[config.mk]
export PLATFORM = sky130hd
export DESIGN_NAME = siso_sched
export DESIGN_NICKNAME = d
export VERILOG_FILES = /design/src/rtl/siso_sched.sv
export SDC_FILE = /design/constraint.sdc
export NUM_CORES = 1
export LEC_CHECK = 0
export ABC_AREA = 1
export BUFFER_PORTS_ARGS = -buffer_cell sky130_fd_sc_hd__buf_2
export CORE_MARGIN = 2
export CORE_UTILIZATION = 45
export DETAILED_ROUTE_END_ITERATION = 8
export HOLD_SLACK_MARGIN = 0.15
export PLACE_DENSITY = 0.65
export SLEW_MARGIN = 40
export SYNTH_ARGS = -nofsm -noshare
export SYNTH_HDL_FRONTEND = slang
export SYNTH_SLANG_ARGS = --single-unit
[constraint.sdc]
create_clock -name clk -period 2.25 [get_ports clk]
set_input_delay 0.1125 -clock clk [delete_from_list [all_inputs] [get_ports clk]]
set_output_delay 0.1125 -clock clk [all_outputs]
set_load 0.02 [all_outputs]
[src/rtl/siso_sched.sv]
// Turbo-decoder SISO scheduler: sequences forward/backward trellis sweeps for
// both half-iterations and tracks the 2-cycle extrinsic output pipeline.
module siso_sched #(
  parameter int ADDR_W = 13,
  parameter int ITER_W = 4
) (
  input  logic              clk,
  input  logic              rst_n,
  input  logic              start,
  input  logic [ADDR_W-1:0] frame_len,
  input  logic [ITER_W-1:0] num_iter,
  input  logic              abort,
  output logic              busy,
  output logic              done,
  output logic              cfg_err,
  output logic              half_idx,
  output logic [ITER_W-1:0] iter_cnt,
  output logic              alpha_init,
  output logic              alpha_en,
  output logic              alpha_we,
  output logic [ADDR_W-1:0] alpha_waddr,
  output logic              beta_init,
  output logic              beta_en,
  output logic [ADDR_W-1:0] alpha_raddr,
  output logic              ext_vld,
  output logic [ADDR_W-1:0] ext_addr
);

  typedef enum logic [2:0] {
    IDLE  = 3'd0,
    FWD   = 3'd1,
    BWD   = 3'd2,
    DRAIN = 3'd3,
    DONE  = 3'd4
  } state_t;

  state_t            state_r;
  state_t            state_s;
  logic [ADDR_W-1:0] t_r;
  logic [ADDR_W-1:0] t_s;
  logic [ADDR_W-1:0] k_r;
  logic [ADDR_W-1:0] k_last_s;
  logic [ITER_W-1:0] n_r;
  logic [ITER_W-1:0] iter_s;
  logic              half_s;
  logic              drain_r;
  logic              drain_s;
  logic              accept_s;
  logic              reject_s;
  logic              flush_s;
  logic              pipe_vld_r;
  logic [ADDR_W-1:0] pipe_addr_r;

  assign k_last_s = k_r - ADDR_W'(1);

  // Next-state, step counter and iteration bookkeeping.
  always_comb begin
    state_s  = state_r;
    t_s      = t_r;
    iter_s   = iter_cnt;
    half_s   = half_idx;
    drain_s  = drain_r;
    accept_s = 1'b0;
    reject_s = 1'b0;
    flush_s  = 1'b0;
    case (state_r)
      IDLE: begin
        if (start) begin
          if ((frame_len >= ADDR_W'(2)) && (num_iter != ITER_W'(0))) begin
            accept_s = 1'b1;
            state_s  = FWD;
            t_s      = ADDR_W'(0);
            iter_s   = ITER_W'(0);
            half_s   = 1'b0;
          end else begin
            reject_s = 1'b1;
          end
        end else begin
          state_s = IDLE;
        end
      end
      FWD: begin
        if (abort) begin
          flush_s = 1'b1;
          state_s = IDLE;
          t_s     = ADDR_W'(0);
        end else if (t_r == k_last_s) begin
          state_s = BWD;
        end else begin
          t_s = t_r + ADDR_W'(1);
        end
      end
      BWD: begin
        if (abort) begin
          flush_s = 1'b1;
          state_s = IDLE;
          t_s     = ADDR_W'(0);
        end else if (t_r == ADDR_W'(0)) begin
          state_s = DRAIN;
          drain_s = 1'b0;
        end else begin
          t_s = t_r - ADDR_W'(1);
        end
      end
      DRAIN: begin
        if (abort) begin
          flush_s = 1'b1;
          state_s = IDLE;
          t_s     = ADDR_W'(0);
        end else if (!drain_r) begin
          drain_s = 1'b1;
        end else if (!half_idx) begin
          half_s  = 1'b1;
          state_s = FWD;
          t_s     = ADDR_W'(0);
        end else if (iter_cnt < (n_r - ITER_W'(1))) begin
          iter_s  = iter_cnt + ITER_W'(1);
          half_s  = 1'b0;
          state_s = FWD;
          t_s     = ADDR_W'(0);
        end else begin
          state_s = DONE;
        end
      end
      DONE: begin
        state_s = IDLE;
      end
      default: begin
        state_s = IDLE;
        t_s     = ADDR_W'(0);
      end
    endcase
  end

  // State registers; outputs are registered from the next-state decode.
  always_ff @(posedge clk or negedge rst_n) begin
    if (!rst_n) begin
      state_r     <= IDLE;
      t_r         <= ADDR_W'(0);
      k_r         <= ADDR_W'(0);
      n_r         <= ITER_W'(0);
      drain_r     <= 1'b0;
      iter_cnt    <= ITER_W'(0);
      half_idx    <= 1'b0;
      busy        <= 1'b0;
      done        <= 1'b0;
      cfg_err     <= 1'b0;
      alpha_init  <= 1'b0;
      alpha_en    <= 1'b0;
      alpha_we    <= 1'b0;
      alpha_waddr <= ADDR_W'(0);
      beta_init   <= 1'b0;
      beta_en     <= 1'b0;
      alpha_raddr <= ADDR_W'(0);
      pipe_vld_r  <= 1'b0;
      pipe_addr_r <= ADDR_W'(0);
      ext_vld     <= 1'b0;
      ext_addr    <= ADDR_W'(0);
    end else begin
      state_r  <= state_s;
      t_r      <= t_s;
      drain_r  <= drain_s;
      iter_cnt <= iter_s;
      half_idx <= half_s;
      if (accept_s) begin
        k_r <= frame_len;
        n_r <= num_iter;
      end
      busy        <= (state_s == FWD) || (state_s == BWD) || (state_s == DRAIN);
      done        <= (state_s == DONE);
      cfg_err     <= reject_s;
      alpha_en    <= (state_s == FWD);
      alpha_we    <= (state_s == FWD);
      alpha_init  <= (state_s == FWD) && (t_s == ADDR_W'(0));
      alpha_waddr <= (state_s == FWD) ? t_s : ADDR_W'(0);
      beta_en     <= (state_s == BWD);
      beta_init   <= (state_s == BWD) && (t_s == k_last_s);
      alpha_raddr <= (state_s == BWD) ? t_s : ADDR_W'(0);
      // Extrinsic valid trails the read strobe by memory latency plus adder stage.
      if (flush_s) begin
        pipe_vld_r  <= 1'b0;
        pipe_addr_r <= ADDR_W'(0);
        ext_vld     <= 1'b0;
        ext_addr    <= ADDR_W'(0);
      end else begin
        pipe_vld_r  <= beta_en;
        pipe_addr_r <= alpha_raddr;
        ext_vld     <= pipe_vld_r;
        ext_addr    <= pipe_addr_r;
      end
    end
  end

endmodule

* After elaboration in Yosys (flattened, before gate mapping)
Index checks and enable logic that the tools add are counted.
Operators by class: magnitude comparators 2, add/subtract/negate cells 5, muxes and demuxes 54, eq/ne operators 18, reduce and logical (&&, ||, !) cells 15
Operators with widths (number):
- 13-bit 2-to-1 mux | 14
- 13-bit case mux with 5 select lines | 1
- 3-bit 2-to-1 mux | 10
- 13-bit == test | 2
- 13-bit logical NOT | 2
- 13-bit by 1-bit subtractor with 13-bit output, second input constant | 2
- 4-bit 2-to-1 mux | 6
- 1-bit 2-to-1 mux | 19
- 2-bit inequality test, second input constant | 8
- 13-bit by 1-bit adder with 13-bit output, second input constant | 1
- 13-bit by 2-bit greater-or-equal comparator with 1-bit output, second input constant | 1
- 3-bit by 2-bit == test with 1-bit output, second input constant | 4
- 3-bit case mux with 4 select lines | 1
- 4-bit case mux with 2 select lines | 1
- 7-bit AND reduction | 1
- 3-bit by 1-bit == test with 1-bit output, second input constant | 2
- 3-bit == test, second input constant | 2
- 5-bit AND reduction | 1
- 4-bit by 1-bit adder with 4-bit output, second input constant | 1
- 4-bit < comparator | 1
- 1-bit case mux with 2 select lines | 2
- 4-bit AND reduction | 1
- 2-bit nonzero test | 2
- 4-bit nonzero test | 1
- other kinds (5) | 8
Storage, ports and cells: input bits 21, output and inout bits 53, bits in registers 100, logic and storage cells 114

* Depth between registers and ports, before layout
Gate-level depths: netlist of the first run.
depth in word-level cells 10, mapped depth 22, gate-level depth less buffers 21

* Worst setup path after synthesis of the first run
Ideal clock, no wire load.
path kind register to register, start point reg n_r[0], end point reg beta_init, setup slack -0.192 ns, data arrival time 2.371 ns, stages on the path, launching flop included 17, buffers on the path 0, library setup time 0.071 ns, data required time 2.179 ns, period minus slack after synthesis 2.442 ns, path through dfrtp_1 > nor3_1 > xnor2_1 > ha_1 > a21oi_1 > nand2_1 > nand2_1 > nand2_1 > a22oi_1 > nor2_1 > a211oi_1 > nand2_1 > nand2_1 > nand2_1 > nor2_1 > nand3_1 > nor2_1
Between the ends: longest elaborated chain between the ends 9, elaborated cells between the ends (all ways) 15, classes of those cells add/sub: 1; order compare: 1; eq/ne: 2; mux: 10; reduce/logical: 1
Ends and longest elaborated chain:
- start: declaration | line 43 | logic [ITER_W-1:0] n_r;
- start signal: assignment | line 167 | n_r <= num_iter;
- 4-bit by 1-bit subtractor with 4-bit output | line 116 | end else if (iter_cnt < (n_r - ITER_W'(1))) begin
- 4-bit < comparator | line 116
- 13-bit 2-to-1 mux | line 116
- 13-bit 2-to-1 mux | line 112 | end else if (!half_idx) begin
- 13-bit 2-to-1 mux | line 110 | end else if (!drain_r) begin
- 13-bit 2-to-1 mux | line 106 | if (abort) begin
- 13-bit case mux with 5 select lines | line 66 | case (state_r)
- net t_s[1] | line 40 | logic [ADDR_W-1:0] t_s;
- 13-bit == test | line 177 | beta_init <= (state_s == BWD) && (t_s == k_last_s);
- 1-bit logical AND | line 177
- end signal: assignment | line 177
- end: declaration | line 22 | output logic beta_init,
The timed path passes the listed nets, and every way through them passes these cells. A chain may end at the register's enable or synchronous reset.

* Final worst setup path of the first run
start point reg k_r[0], end point reg beta_init
Between the ends: longest elaborated chain between the ends 7, elaborated cells between the ends (all ways) 11, classes of those cells add/sub: 1; eq/ne: 3; mux: 6; reduce/logical: 1
Ends and longest elaborated chain:
- start: declaration | line 41 | logic [ADDR_W-1:0] k_r;
- start signal: assignment | line 166 | k_r <= frame_len;
- 13-bit by 1-bit subtractor with 13-bit output (*) | line 54 | assign k_last_s = k_r - ADDR_W'(1);
- 13-bit == test | line 87 | end else if (t_r == k_last_s) begin
- 13-bit 2-to-1 mux or 3-bit 2-to-1 mux (tied branches) | line 87
- 13-bit 2-to-1 mux or 3-bit 2-to-1 mux (tied branches) | line 83 | if (abort) begin
- 13-bit case mux with 5 select lines or 3-bit case mux with 4 select lines (tied branches) | line 66
- 13-bit == test or 3-bit by 2-bit == test with 1-bit output (tied branches) | line 177
- 1-bit logical AND (*) | line 177
Every way passes the cells marked *; elsewhere a longest branch is shown, timed or not.

==> results of run 1 <==
[layout by cell type (no fill, tap or decap), types with 3 or more instances in the layout]
cell type | Yosys | routed
sky130_fd_sc_hd__nor4_1 | 6 | 6
sky130_fd_sc_hd__xor2_1 | 7 | 7
sky130_fd_sc_hd__a22oi_2 | 0 | 3
sky130_fd_sc_hd__nand3_1 | 79 | 60
sky130_fd_sc_hd__ha_1 | 8 | 5
sky130_fd_sc_hd__nand2_1 | 179 | 143
sky130_fd_sc_hd__nand2_2 | 12 | 38
sky130_fd_sc_hd__xnor2_1 | 4 | 4
sky130_fd_sc_hd__buf_6 | 2 | 31
sky130_fd_sc_hd__a21oi_4 | 0 | 4
sky130_fd_sc_hd__nand3_2 | 4 | 21
sky130_fd_sc_hd__a21oi_2 | 0 | 3
sky130_fd_sc_hd__o21ai_0 | 31 | 28
sky130_fd_sc_hd__buf_2 | 6 | 72
sky130_fd_sc_hd__inv_4 | 0 | 3
sky130_fd_sc_hd__inv_2 | 6 | 13
sky130_fd_sc_hd__nand2_4 | 2 | 10
sky130_fd_sc_hd__nand4_1 | 8 | 8
sky130_fd_sc_hd__nor3_1 | 16 | 9
sky130_fd_sc_hd__nor2_4 | 4 | 11
sky130_fd_sc_hd__buf_12 | 0 | 4
sky130_fd_sc_hd__nor3_2 | 3 | 8
sky130_fd_sc_hd__nand3b_1 | 4 | 4
sky130_fd_sc_hd__buf_4 | 1 | 117
sky130_fd_sc_hd__dlygate4sd3_1 | 0 | 19
sky130_fd_sc_hd__nand2_8 | 0 | 4
sky130_fd_sc_hd__clkbuf_16 | 0 | 9
sky130_fd_sc_hd__inv_1 | 113 | 102
sky130_fd_sc_hd__a21oi_1 | 15 | 8
sky130_fd_sc_hd__nor2_2 | 7 | 19
sky130_fd_sc_hd__nor2_1 | 111 | 92
sky130_fd_sc_hd__dfrtp_1 | 100 | 100
[metrics by stage]
stage                     util [%]  area (µm²)  hold slack (ns)
after floorplan                  -        5578          -0.1831
after global placement       57.61        6920           0.1594
after global routing         70.25        8438           0.2311
after detailed placement     57.61        6920           0.1595
final                        70.25        8438           0.2088
after CTS                    67.79        8143           0.2002
[path summary, 6_finish.rpt]
check	depth (start not counted)	slack, ns	endpoint	startpoint
worst min register to register	2	0.47	ext_addr[12]$_DFF_PN0_	pipe_addr_r[12]$_DFF_PN0_
worst max register to register	21	-0.48	beta_init$_DFF_PN0_	k_r[0]$_DFFE_PN0P_
max in group asynchronous	3	1.25	pipe_addr_r[11]$_DFF_PN0_	rst_n
worst min-delay path	5	0.21	drain_r$_DFFE_PN0P_	abort
min in group asynchronous	2	0.32	pipe_vld_r$_DFF_PN0_	rst_n
worst max-delay path	21	-0.48	beta_init$_DFF_PN0_	k_r[0]$_DFFE_PN0P_
[critical path: stages, from the launching register on]
cell and delay, ns:
sky130_fd_sc_hd__dfrtp_1 0.39, sky130_fd_sc_hd__inv_2 0.09, sky130_fd_sc_hd__ha_4 0.16, sky130_fd_sc_hd__buf_6 0.12
sky130_fd_sc_hd__nand2_8 0.07, sky130_fd_sc_hd__nor2_4 0.16, sky130_fd_sc_hd__nand2_2 0.08, sky130_fd_sc_hd__nand2_4 0.10
sky130_fd_sc_hd__nand2_2 0.07, sky130_fd_sc_hd__buf_4 0.13, sky130_fd_sc_hd__buf_4 0.12, sky130_fd_sc_hd__buf_4 0.12
sky130_fd_sc_hd__buf_4 0.12, sky130_fd_sc_hd__buf_4 0.12, sky130_fd_sc_hd__buf_4 0.12, sky130_fd_sc_hd__buf_4 0.12
sky130_fd_sc_hd__buf_4 0.12, sky130_fd_sc_hd__nand3b_1 0.15, sky130_fd_sc_hd__nand2_1 0.09, sky130_fd_sc_hd__nor2_1 0.04
sky130_fd_sc_hd__nand3_1 0.07, sky130_fd_sc_hd__nor2_1 0.06
[layout make-up]
| cell class | count | area share, % |
|---|---|---|
| clock inverter | 4 | 0.6228 |
| tap | 147 | 2.180 |
| sequential | 100 | 29.66 |
| timing repair buffer | 245 | 22.38 |
| timing repair inverter | 1 | 0.08897 |
| inverter | 120 | 5.472 |
| clock buffer | 12 | 3.040 |
| multi-input combinational | 519 | 36.57 |
[what timing repair did]
action / in CTS / in global routing
pin swaps: 42 / 30
buffers inserted: 29 / 15
hold buffers: 19 / 0
hold endpoints to repair: 63 / 0
cloned: 4 / 0
resized for setup: 114 / 70
endpoints found under the setup margin: 45 / 48
[routing by layer]
layer / vias up / global-route usage (%)
li1: 2856 / -
met1: 2673 / 30.68
met2: 177 / 47.02
met3: 27 / 4.481
met4: 0 / 10.60
met5: - / 0
[kinds of logic (layout without fill, tap and decap cells)]
| family | count (synthesis) | in the layout | synth area share (%) |
|---|---|---|---|
| simple gates | 440 | 442 | 36.02 |
| compound gates | 58 | 58 | 5.748 |
| fa+ha+maj | 8 | 8 | 1.803 |
| buf+inv | 135 | 382 | 9.603 |
| xor+xnor | 11 | 11 | 1.736 |
| flops | 100 | 100 | 45.09 |
[flip-flops by register name, indices dropped and copies added (netlist names), 3 cells and up]
name and count:
iter_cnt 4, pipe_addr_r 13, k_r 13, t_r 13, n_r 4, ext_addr 13, alpha_waddr 13, alpha_raddr 13
state_r 3
[where the power goes]
group          internal [mW]  switching (mW)  leakage, nW
Clock                  0.931           0.696        0.154
Sequential              1.92          0.0966         1.36
Combinational           1.09            1.42         2.86
Total                   3.94            2.21         4.37
==> summary.log, run 1 <==
INFO  status         run_status=complete, but fails checks
INFO  status         violations_in_the_final_reports=setup timing
INFO  power          power.total=6.154mW
INFO  logic_synthesis synthFlopType=sky130_fd_sc_hd__dfrtp_1
INFO  routing        met1_length=6.980mm
INFO  floorplan      placementRows=40
INFO  cells_and_area regArea=2502µm²
INFO  routing        postRouteWirelength=16.73mm
INFO  logic_synthesis synth.cell_area=5550µm²
INFO  floorplan      core_region_area=12,010µm²
INFO  worst_setup_path crit_fanout=4
INFO  power          ir_drop=0.4509mV
INFO  worst_setup_path worstSetupStartpointType=flop
INFO  power          leakagePower=4.372nW
INFO  sta            worst-slew-pin-transition=0.5865ns
INFO  worst_setup_path worst-endpoint-arrival=2.96ns
INFO  routing        wire_length_on_met3=755µm
INFO  cells_and_area antenna-diode-count=0
INFO  clock_network  worst_setup_hold_path_clk_slew=0.07ns
INFO  routing        drcViolationCount=0
INFO  placement      place.gp.congestion=0.8959
INFO  routing        dr.pass1.iters=5
INFO  worst_setup_path timing.setup.critical_path_class=flop to flop
INFO  power          power.density=729.3nW/µm²
INFO  global_route   grt_util_all_layers=26.05%
INFO  placement      place.port_buffers=73
INFO  floorplan      die_area=13,240µm²
INFO  sta            timing_max_transition_violations_final=0
INFO  global_route   pin_count_of_the_biggest_net_entering_global_routing=56
INFO  routing        drt-wirelength-per-cell=14.58µm
INFO  logic_synthesis synth_enable_flop_cells=0
INFO  job            timing.max_cap.violations=0
INFO  clock_network  cts-root-to-sink-buffers=2
INFO  cells_and_area nFillCells=968
INFO  sta            fmaxAchievable=366.8MHz
INFO  logic_synthesis synth.top_cell.area_share=45.09%
INFO  clock_network  cts_htree_levels=3
INFO  clock_network  cts_inserted_buffers=9
INFO  global_route   antenna_found_initial=0
INFO  cells_and_area finish.net_count=1,025
INFO  worst_setup_path endpoint_kind=flop
INFO  floorplan      boundaryPins=74
INFO  logic_synthesis mapped_cells=752
INFO  cells_and_area area_growth_syn_to_layout=52.03%
INFO  global_route   grt_pass1_vias=5,703
INFO  global_route   grt_pass1_wl=26.77mm
INFO  worst_setup_path critical_path_required=2.49ns
INFO  global_route   grt_overflow_total=0
INFO  routing        via_count=5,733
INFO  sta            hold_violations=0
INFO  logic_synthesis netlist.top_cell.by_area=sky130_fd_sc_hd__dfrtp_1
INFO  clock_network  clock_sink_count=100
INFO  sta            layout_min_cycle_time=2.726ns
INFO  clock_network  clk_latency=0.35ns
INFO  cells_and_area multiInputGateArea=3085µm²
INFO  routing        vias_per_cell=4.994
INFO  sta            grt_setup_unrepaired=yes
INFO  logic_synthesis yosys_warnings=0
INFO  logic_synthesis synth_common_cells=sky130_fd_sc_hd__nand2_1, sky130_fd_sc_hd__inv_1, sky130_fd_sc_hd__nor2_1
INFO  sta            period_utilisation_layout=121.2%
INFO  routing        met2_length=8.577mm
INFO  sta            worst_clock_skew=0.008657ns
INFO  placement      dpl_worst_slack=-0.5989ns
INFO  sta            max_slew_margin=60.48%
INFO  logic_synthesis synth.most_common_cell=sky130_fd_sc_hd__nand2_1
INFO  clock_network  cts_tree=yes
INFO  cells_and_area layout-drive-gt1-share=39.56%
INFO  routing        topRoutingLayerUsed=met4
INFO  sta            finalSetupViolations=42
INFO  logic_synthesis synth_cell_types=38
INFO  logic_synthesis syn_nets=781
INFO  clock_network  cts.root.buffer_cell=sky130_fd_sc_hd__clkbuf_16
INFO  floorplan      die_width=115.1µm
INFO  floorplan      dieHeight=115.1µm
INFO  logic_synthesis ys_ff_latch=100
INFO  sta            final_critical_path_setup_slack=-0.4764ns
INFO  placement      placed_cells_incl_taps=1,071
INFO  logic_synthesis post_synth.cell_area_avg=7.381µm²
INFO  placement      dp.final_hpwl=12.01mm
INFO  logic_synthesis largest_cells_by_area_after_synthesis=sky130_fd_sc_hd__dfrtp_1, sky130_fd_sc_hd__nand2_1, sky130_fd_sc_hd__inv_1, sky130_fd_sc_hd__nor2_1, sky130_fd_sc_hd__nand3_1
INFO  sta            fin_setup_tns=-11.10ns
INFO  routing        drt_iter0_drc=379
INFO  logic_synthesis synth_sequential_area_ratio=45.09%
INFO  floorplan      start_util=46.21%
INFO  logic_synthesis synth-async-reset-ratio=100.0%
INFO  cells_and_area fin_cells=1,148
INFO  hold_path      timing.hold.worst.class=primary input to flop
INFO  routing        antenna_left=0
Note: power is estimated with default switching activity, not from simulation.
==> inputs of run 2 (changes only) <==
--- a/config.mk
+++ b/config.mk
@@ -5,7 +5,6 @@
 export SDC_FILE = /design/constraint.sdc
 export NUM_CORES = 1
 export LEC_CHECK = 0
-export ABC_AREA = 1
 export BUFFER_PORTS_ARGS = -buffer_cell sky130_fd_sc_hd__buf_2
 export CORE_MARGIN = 2
 export CORE_UTILIZATION = 45
==> summary.log, run 2 <==
INFO  logic_synthesis ys_ff_latch=100 [unchanged]
INFO  floorplan      boundaryPins=74 [unchanged]
INFO  worst_setup_path timing.reg2reg.worst_path_depth=15 [was 21]
INFO  logic_synthesis synth_cell_types=72 [was 38]
INFO  worst_setup_path worst-endpoint-arrival=3.99ns [was 2.96 ns]
INFO  clock_network  cts_htree_levels=3 [unchanged]
INFO  job            timing.max_cap.violations=0 [unchanged]
INFO  global_route   grt.met3_usage=5.135% [was 4.481%]
INFO  sta            grt_setup_unrepaired=yes [unchanged]
INFO  worst_setup_path critical_path_required=2.52ns [was 2.49 ns]
INFO  routing        drt_iter0_drc=409 [was 379]
INFO  sta            hold_violations=0 [unchanged]
INFO  logic_synthesis mapped_cells=604 [was 752]
INFO  placement      placed_cells_incl_taps=996 [was 1,071]
INFO  floorplan      start_util=46.07% [was 46.21%]
INFO  global_route   grt_util_all_layers=31.72% [was 26.05%]
INFO  sta            final_critical_path_setup_slack=-1.472ns [was -0.4764 ns]
INFO  hold_path      min_delay_path_depth=5 [unchanged]
INFO  power          power.total=8.722mW [was 6.154 mW]
INFO  floorplan      die_width=114.7µm [was 115.1 µm]
INFO  clock_network  cts.root.buffer_cell=sky130_fd_sc_hd__clkbuf_16 [unchanged]
INFO  logic_synthesis syn_nets=633 [was 781]
INFO  worst_setup_path timing.setup.critical_path_class=flop to flop [unchanged]
INFO  sta            layout_min_cycle_time=3.722ns [was 2.726 ns]
INFO  clock_network  worst_setup_hold_path_clk_slew=0.08ns [was 0.07 ns]
INFO  clock_network  clock_sink_count=100 [unchanged]
INFO  hold_path      timing.hold.worst.class=primary input to flop [unchanged]
INFO  cells_and_area final_cell_mix=sky130_fd_sc_hd__buf_4, sky130_fd_sc_hd__dfrtp_1, sky130_fd_sc_hd__buf_2 [was sky130_fd_sc_hd__nand2_1, sky130_fd_sc_hd__buf_4, sky130_fd_sc_hd__inv_1]
INFO  placement      dpl_worst_slack=-1.657ns [was -0.5989 ns]
INFO  worst_setup_path crit_fanout=7 [was 4]
INFO  floorplan      core_region_area=11,960µm² [was 12,010 µm²]
INFO  logic_synthesis synthFlopType=sky130_fd_sc_hd__dfrtp_1 [unchanged]
INFO  routing        drt-wirelength-per-cell=19.20µm [was 14.58 µm]
INFO  sta            fmaxAchievable=268.7MHz [was 366.8 MHz]
INFO  global_route   grt_overflow_total=0 [unchanged]
INFO  power          leakagePower=4.329nW [was 4.372 nW]
INFO  placement      place.port_buffers=73 [unchanged]
INFO  sta            period_utilisation_layout=165.4% [was 121.2%]
INFO  sta            worst-slew-pin-transition=0.6392ns [was 0.5865 ns]
INFO  global_route   global_route.usage.met2=58.26% [was 47.02%]
INFO  sta            finalSetupViolations=50 [was 42]
INFO  sta            fin_setup_tns=-47.84ns [was -11.10 ns]
INFO  sta            max_slew_margin=56.78% [was 60.48%]
INFO  logic_synthesis synth_common_cells=sky130_fd_sc_hd__dfrtp_1, sky130_fd_sc_hd__nand2_1, sky130_fd_sc_hd__nor2_1 [was sky130_fd_sc_hd__nand2_1, sky130_fd_sc_hd__inv_1, sky130_fd_sc_hd__nor2_1]
INFO  logic_synthesis largest_cells_by_area_after_synthesis=sky130_fd_sc_hd__dfrtp_1, sky130_fd_sc_hd__nand2_1, sky130_fd_sc_hd__nor2_1, sky130_fd_sc_hd__nor2b_1, sky130_fd_sc_hd__xnor2_1 [was sky130_fd_sc_hd__dfrtp_1, sky130_fd_sc_hd__nand2_1, sky130_fd_sc_hd__inv_1, sky130_fd_sc_hd__nor2_1, sky130_fd_sc_hd__nand3_1]
INFO  cells_and_area mostFrequentLayoutCell=sky130_fd_sc_hd__buf_4 [was sky130_fd_sc_hd__nand2_1]
INFO  cells_and_area antenna-diode-count=0 [unchanged]
INFO  clock_network  cts-root-to-sink-buffers=2 [unchanged]
INFO  cells_and_area finish.net_count=933 [was 1,025]
INFO  global_route   grt_pass1_vias=6,047 [was 5,703]
INFO  worst_setup_path worstSetupStartpointType=flop [unchanged]
INFO  global_route   grt_pass1_wl=31.78mm [was 26.77 mm]
INFO  placement      postPlaceCellArea=7551µm² [was 6920 µm²]
INFO  floorplan      dieHeight=114.7µm [was 115.1 µm]
INFO  routing        postRouteWirelength=20.28mm [was 16.73 mm]
INFO  cells_and_area area_growth_syn_to_layout=58.11% [was 52.03%]
INFO  logic_synthesis synth.most_common_cell=sky130_fd_sc_hd__dfrtp_1 [was sky130_fd_sc_hd__nand2_1]
INFO  cells_and_area layout-drive-gt1-share=45.21% [was 39.56%]
INFO  power          power.density=1001nW/µm² [was 729.3 nW/µm²]
INFO  clock_network  cts_inserted_buffers=9 [unchanged]
INFO  power          ir_drop=0.7719mV [was 0.4509 mV]
INFO  routing        dr.pass1.iters=5 [unchanged]
INFO  routing        vias_per_cell=5.531 [was 4.994]
INFO  logic_synthesis synth_enable_flop_cells=0 [unchanged]
INFO  logic_synthesis synth-async-reset-ratio=100.0% [unchanged]
INFO  sta            worst_clock_skew=0.01042ns [was 0.008657 ns]
INFO  status         run_status=complete, but fails checks [unchanged]
INFO  worst_setup_path endpoint_kind=flop [unchanged]
INFO  cells_and_area fin_cells=1,056 [was 1,148]
INFO  placement      place.gp.congestion=1.022 [was 0.8959]
INFO  floorplan      placementRows=40 [unchanged]
INFO  clock_network  cts_tree=yes [unchanged]
INFO  global_route   globalRoute.busiestLayer=met2 [unchanged]
INFO  sta            holdWs=0.2209ns [was 0.2088 ns]
INFO  logic_synthesis yosys_warnings=0 [unchanged]
INFO  status         violations_in_the_final_reports=setup timing [unchanged]
INFO  logic_synthesis post_synth.cell_area_avg=9.123µm² [was 7.381 µm²]
INFO  floorplan      die_area=13,150µm² [was 13,240 µm²]
INFO  cells_and_area final_cell_area_excluding_filler_cells=8712µm² [was 8438 µm²]
INFO  routing        drcViolationCount=0 [unchanged]
INFO  logic_synthesis netlist.top_cell.by_area=sky130_fd_sc_hd__dfrtp_1 [unchanged]
INFO  routing        via_count=5,841 [was 5,733]
INFO  global_route   use_met1=37.48% [was 30.68%]
INFO  global_route   antenna_found_initial=0 [unchanged]
INFO  logic_synthesis synth.top_cell.area_share=45.41% [was 45.09%]
INFO  routing        antenna_left=0 [unchanged]
INFO  logic_synthesis synth.cell_area=5510µm² [was 5550 µm²]
INFO  cells_and_area final_core_utilization=72.83% [was 70.25%]
INFO  logic_synthesis synth_sequential_area_ratio=45.41% [was 45.09%]
INFO  clock_network  clk_latency=0.36ns [was 0.35 ns]
INFO  sta            timing_max_transition_violations_final=0 [unchanged]
INFO  global_route   pin_count_of_the_biggest_net_entering_global_routing=47 [was 56]
INFO  placement      dp.final_hpwl=14.85mm [was 12.01 mm]
==> run 2: final cells by class <==
type | count | area, µm²
clock buffer | 9 | 225.2
sequential | 100 | 2504
tap | 147 | 183.9
clock inverter | 7 | 88.84
timing repair buffer | 325 | 2482
inverter | 30 | 115.1
multi-input combinational | 438 | 3113
fill | 888 | 3249
==> run 2: metal layers <==
metal,vias to the layer above,routed length (µm),share of wire [%]
li1,2737,-,-
met1,2861,8100,40
met2,197,10560,52
met3,46,941,4.6
met4,0,677,3.3
met5,-,0,0
==> run 2: report_power, final <==
group	leakage, nW	internal [mW]	switching [mW]
clock network	0.153	0.807	0.818
registers	1.34	2.06	0.163
logic	2.83	2.31	2.56
==> run 2: logic make-up (layout without fill, tap and decap cells) <==
kind of cell	Yosys count	count (layout)	synth area share (%)
XOR/XNOR	31	31	5.177
adder cells (fa/ha/maj)	8	8	1.817
AND/OR/NAND/NOR	282	282	27.45
buffers and inverters	66	371	5.063
multiplexers	5	5	0.9083
AO/OA/AOI/OAI	112	112	14.17
flip-flops	100	100	45.41
==> run 2: worst max-delay path, stage by stage, from the launching register on <==
cell                      delay (ns)
sky130_fd_sc_hd__dfrtp_1        0.40
sky130_fd_sc_hd__inv_2          0.09
sky130_fd_sc_hd__ha_4           0.13
sky130_fd_sc_hd__or4b_4         0.53
sky130_fd_sc_hd__nor4b_4        0.26
sky130_fd_sc_hd__buf_4          0.16
sky130_fd_sc_hd__nor3b_1        0.04
sky130_fd_sc_hd__a221o_1        0.30
sky130_fd_sc_hd__or4_4          0.63
sky130_fd_sc_hd__buf_6          0.18
sky130_fd_sc_hd__mux2i_1        0.15
sky130_fd_sc_hd__o21a_2         0.17
sky130_fd_sc_hd__inv_2          0.05
sky130_fd_sc_hd__nor4_2         0.25
sky130_fd_sc_hd__nand4_1        0.14
sky130_fd_sc_hd__nor4_2         0.17
==> run 2: path summary, 6_finish.rpt <==
path	start	endpoint	slack [ns]
min in group asynchronous	rst_n	t_r[3]$_DFF_PN0_	0.25
worst max register to register	k_r[1]$_DFFE_PN0P_	alpha_init$_DFF_PN0_	-1.47
worst min-delay path	abort	state_r[2]$_DFF_PN0_	0.22
worst min register to register	pipe_addr_r[4]$_DFF_PN0_	ext_addr[4]$_DFF_PN0_	0.47
max in group asynchronous	rst_n	n_r[2]$_DFFE_PN0P_	1.34
worst max-delay path	k_r[1]$_DFFE_PN0P_	alpha_init$_DFF_PN0_	-1.47
==> run 2: timing repair <==
item	in CTS	in global routing
hold buffers	18	0
endpoints found under the setup margin	47	51
gates resized for setup	90	21
pin swaps	27	9
endpoints found under the hold margin	97	0
buffers inserted	27	5
gates cloned	2	0
==> inputs of run 3 (changes only) <==
--- a/config.mk
+++ b/config.mk
@@ -7,10 +7,10 @@
 export LEC_CHECK = 0
 export BUFFER_PORTS_ARGS = -buffer_cell sky130_fd_sc_hd__buf_2
 export CORE_MARGIN = 2
-export CORE_UTILIZATION = 45
+export CORE_UTILIZATION = 50
 export DETAILED_ROUTE_END_ITERATION = 8
 export HOLD_SLACK_MARGIN = 0.15
-export PLACE_DENSITY = 0.65
+export PLACE_DENSITY = 0.72
 export SLEW_MARGIN = 40
 export SYNTH_ARGS = -nofsm -noshare
 export SYNTH_HDL_FRONTEND = slang
==> summary.log, run 3 (synthesis results as in run 2) <==
INFO  cells_and_area final_core_utilization=78.77% [was 72.83%]
INFO  sta            hold_violations=0 [unchanged]
INFO  clock_network  worst_setup_hold_path_clk_slew=0.09ns [was 0.08 ns]
INFO  worst_setup_path timing.reg2reg.worst_path_depth=13 [was 15]
INFO  sta            max_slew_margin=51.10% [was 56.78%]
INFO  sta            worst-slew-pin-transition=0.7237ns [was 0.6392 ns]
INFO  clock_network  cts-root-to-sink-buffers=2 [unchanged]
INFO  sta            final_critical_path_setup_slack=-1.487ns [was -1.472 ns]
INFO  clock_network  cts.root.buffer_cell=sky130_fd_sc_hd__clkbuf_8 [was sky130_fd_sc_hd__clkbuf_16]
INFO  routing        drcViolationCount=0 [unchanged]
INFO  power          power.density=984.0nW/µm² [was 1001 nW/µm²]
INFO  floorplan      placementRows=38 [was 40]
INFO  sta            timing_max_transition_violations_final=0 [unchanged]
INFO  floorplan      dieHeight=109.0µm [was 114.7 µm]
INFO  sta            grt_setup_unrepaired=yes [unchanged]
INFO  global_route   grt_pass1_vias=6,183 [was 6,047]
INFO  floorplan      die_area=11,880µm² [was 13,150 µm²]
INFO  floorplan      start_util=51.05% [was 46.07%]
INFO  cells_and_area nFillCells=724 [was 888]
INFO  routing        antenna_left=0 [unchanged]
INFO  worst_setup_path worst-endpoint-arrival=4.04ns [was 3.99 ns]
INFO  sta            finalSetupViolations=49 [was 50]
INFO  cells_and_area finish.net_count=933 [unchanged]
INFO  routing        postRouteWirelength=21.79mm [was 20.28 mm]
INFO  cells_and_area mostFrequentLayoutCell=sky130_fd_sc_hd__buf_4 [unchanged]
INFO  sta            layout_min_cycle_time=3.737ns [was 3.722 ns]
INFO  cells_and_area area_growth_syn_to_layout=54.29% [was 58.11%]
INFO  cells_and_area layout-drive-gt1-share=44.77% [was 45.21%]
INFO  cells_and_area final_cell_mix=sky130_fd_sc_hd__buf_4, sky130_fd_sc_hd__dfrtp_1, sky130_fd_sc_hd__buf_2 [unchanged]
INFO  routing        via_count=6,083 [was 5,841]
INFO  global_route   antenna_found_initial=0 [unchanged]
INFO  clock_network  clock_sink_count=100 [unchanged]
INFO  global_route   grt_util_all_layers=37.14% [was 31.72%]
INFO  hold_path      whs_endpoint=cfg_err$_DFF_PN0_ [was state_r[2]$_DFF_PN0_]
INFO  floorplan      boundaryPins=74 [unchanged]
INFO  floorplan      core_region_area=10,790µm² [was 11,960 µm²]
INFO  routing        vias_per_cell=5.799 [was 5.531]
INFO  worst_setup_path r2r-end=alpha_init$_DFF_PN0_ [unchanged]
INFO  clock_network  cts_htree_levels=3 [unchanged]
INFO  hold_path      min_delay_path_depth=5 [unchanged]
INFO  worst_setup_path crit_fanout=6 [was 7]
INFO  worst_setup_path worstSetupStartpointType=flop [unchanged]
INFO  cells_and_area final_cell_area_excluding_filler_cells=8502µm² [was 8712 µm²]
INFO  worst_setup_path critical_path_required=2.55ns [was 2.52 ns]
INFO  routing        dr.pass1.iters=5 [unchanged]
INFO  status         violations_in_the_final_reports=setup timing [unchanged]
INFO  placement      dp.final_hpwl=15.35mm [was 14.85 mm]
INFO  placement      postPlaceCellArea=7522µm² [was 7551 µm²]
INFO  floorplan      die_width=109.0µm [was 114.7 µm]
INFO  global_route   grt_pass1_wl=32.36mm [was 31.78 mm]
INFO  global_route   grt_overflow_total=0 [unchanged]
INFO  sta            fmaxAchievable=267.6MHz [was 268.7 MHz]
INFO  worst_setup_path timing.setup.critical_path_class=flop to flop [unchanged]
INFO  power          ir_drop=0.5492mV [was 0.7719 mV]
INFO  sta            period_utilisation_layout=166.1% [was 165.4%]
INFO  status         run_status=complete, but fails checks [unchanged]
INFO  placement      place.gp.congestion=1.028 [was 1.022]
INFO  power          leakagePower=4.240nW [was 4.329 nW]
INFO  clock_network  cts_inserted_buffers=9 [unchanged]
INFO  cells_and_area antenna-diode-count=0 [unchanged]
INFO  clock_network  cts_tree=yes [unchanged]
INFO  power          power.total=8.366mW [was 8.722 mW]
INFO  worst_setup_path endpoint_kind=flop [unchanged]
INFO  worst_setup_path worst-r2r-setup-slack=-1.49ns [was -1.47 ns]
INFO  sta            worst_clock_skew=0.01668ns [was 0.01042 ns]
INFO  sta            fin_setup_tns=-50.49ns [was -47.84 ns]
INFO  routing        drt_iter0_drc=553 [was 409]
INFO  job            timing.max_cap.violations=0 [unchanged]
INFO  clock_network  clk_latency=0.41ns [was 0.36 ns]
INFO  hold_path      min-delay-start=start [was abort]
INFO  placement      place.port_buffers=73 [unchanged]
INFO  worst_setup_path timing.rr.start=k_r[0]$_DFFE_PN0P_ [was k_r[1]$_DFFE_PN0P_]
INFO  hold_path      timing.hold.worst.class=primary input to flop [unchanged]
INFO  global_route   pin_count_of_the_biggest_net_entering_global_routing=58 [was 47]
INFO  routing        drt-wirelength-per-cell=20.77µm [was 19.20 µm]
==> run 3: changes by cell type in the layout (fill, tap and decap cells not counted), sizes merged <==
| cell | delta |
|---|---|
| clkinv | -1 |
| buf | -3 |
| bufinv | +1 |
| clkbuf | +4 |
| inv | -3 |
| dlygate4sd3 | +1 |
| or4 | +1 |
==> run 3: how the worst max path moves through the flow <==
| stage | start | to | slack [ns] | cells after the start |
|---|---|---|---|---|
| after floorplan | k_r[0]$_DFFE_PN0P_ | beta_init$_DFF_PN0_ | -1.35 | 14 |
| after global placement | t_r[0]$_DFF_PN0_ | beta_init$_DFF_PN0_ | -1.43 | 13 |
| after detailed placement | k_r[1]$_DFFE_PN0P_ | beta_init$_DFF_PN0_ | -1.49 | 14 |
| after CTS | k_r[1]$_DFFE_PN0P_ | alpha_init$_DFF_PN0_ | -1.38 | 13 |
| after global routing | k_r[0]$_DFFE_PN0P_ | alpha_init$_DFF_PN0_ | -1.66 | 13 |
| final | k_r[0]$_DFFE_PN0P_ | alpha_init$_DFF_PN0_ | -1.49 | 13 |
==> run 3: what timing repair did <==
action,CTS,global route
hold buffers,19,0
pin swaps,18,18
endpoints found under the hold margin,74,0
endpoints found under the setup margin,48,51
buffers inserted,17,8
cloned,1,1
gates resized for setup,53,34
==> run 3: metrics by stage <==
step	instances	hold slack, ns	setup WS (ns)
after floorplan	604	-0.1831	-1.354
after global placement	988	0.1887	-1.435
after detailed placement	988	0.1976	-1.491
after CTS	1041	0.2080	-1.383
after global routing	1049	0.2591	-1.658
final	1049	0.2305	-1.487
==> run 3: report_power, final <==
group | switching, mW | internal (mW) | total, mW
sequential | 0.166 | 2.06 | 2.22
clock | 0.656 | 0.554 | 1.21
combinational | 2.64 | 2.30 | 4.93
total | 3.46 | 4.91 | 8.37
==> run 3: worst max-delay path: stages (launching register included) <==
cell and delay (ns):
sky130_fd_sc_hd__dfrtp_1 0.42, sky130_fd_sc_hd__inv_2 0.09, sky130_fd_sc_hd__ha_4 0.13, sky130_fd_sc_hd__or4b_4 0.53
sky130_fd_sc_hd__o311ai_2 0.30, sky130_fd_sc_hd__o311ai_1 0.14, sky130_fd_sc_hd__a2111o_1 0.39, sky130_fd_sc_hd__or4_4 0.61
sky130_fd_sc_hd__a21o_1 0.23, sky130_fd_sc_hd__a32oi_2 0.28, sky130_fd_sc_hd__inv_2 0.07, sky130_fd_sc_hd__nor4_2 0.15
sky130_fd_sc_hd__nand4_1 0.14, sky130_fd_sc_hd__nor4_2 0.16
==> run 3: area by class of cell <==
type / instances / area, µm² / area share [%]
flip-flops and latches: 100 / 2502 / 29.43
repair buffers: 324 / 2379 / 27.98
clock inverters: 4 / 56.30 / 0.6623
inverters: 30 / 112.6 / 1.325
multi-input cells: 439 / 3132 / 36.84
well taps: 140 / 175.2 / 2.060
clock buffers: 12 / 145.1 / 1.707
==> run 3: layer usage <==
metal,up-vias,part of all wire [%],GRT usage [%]
met5,-,0,0
met4,0,6.2,25.18
met2,331,50,65.22
met3,90,5.9,5.380
met1,2920,38,41.43
li1,2742,-,-
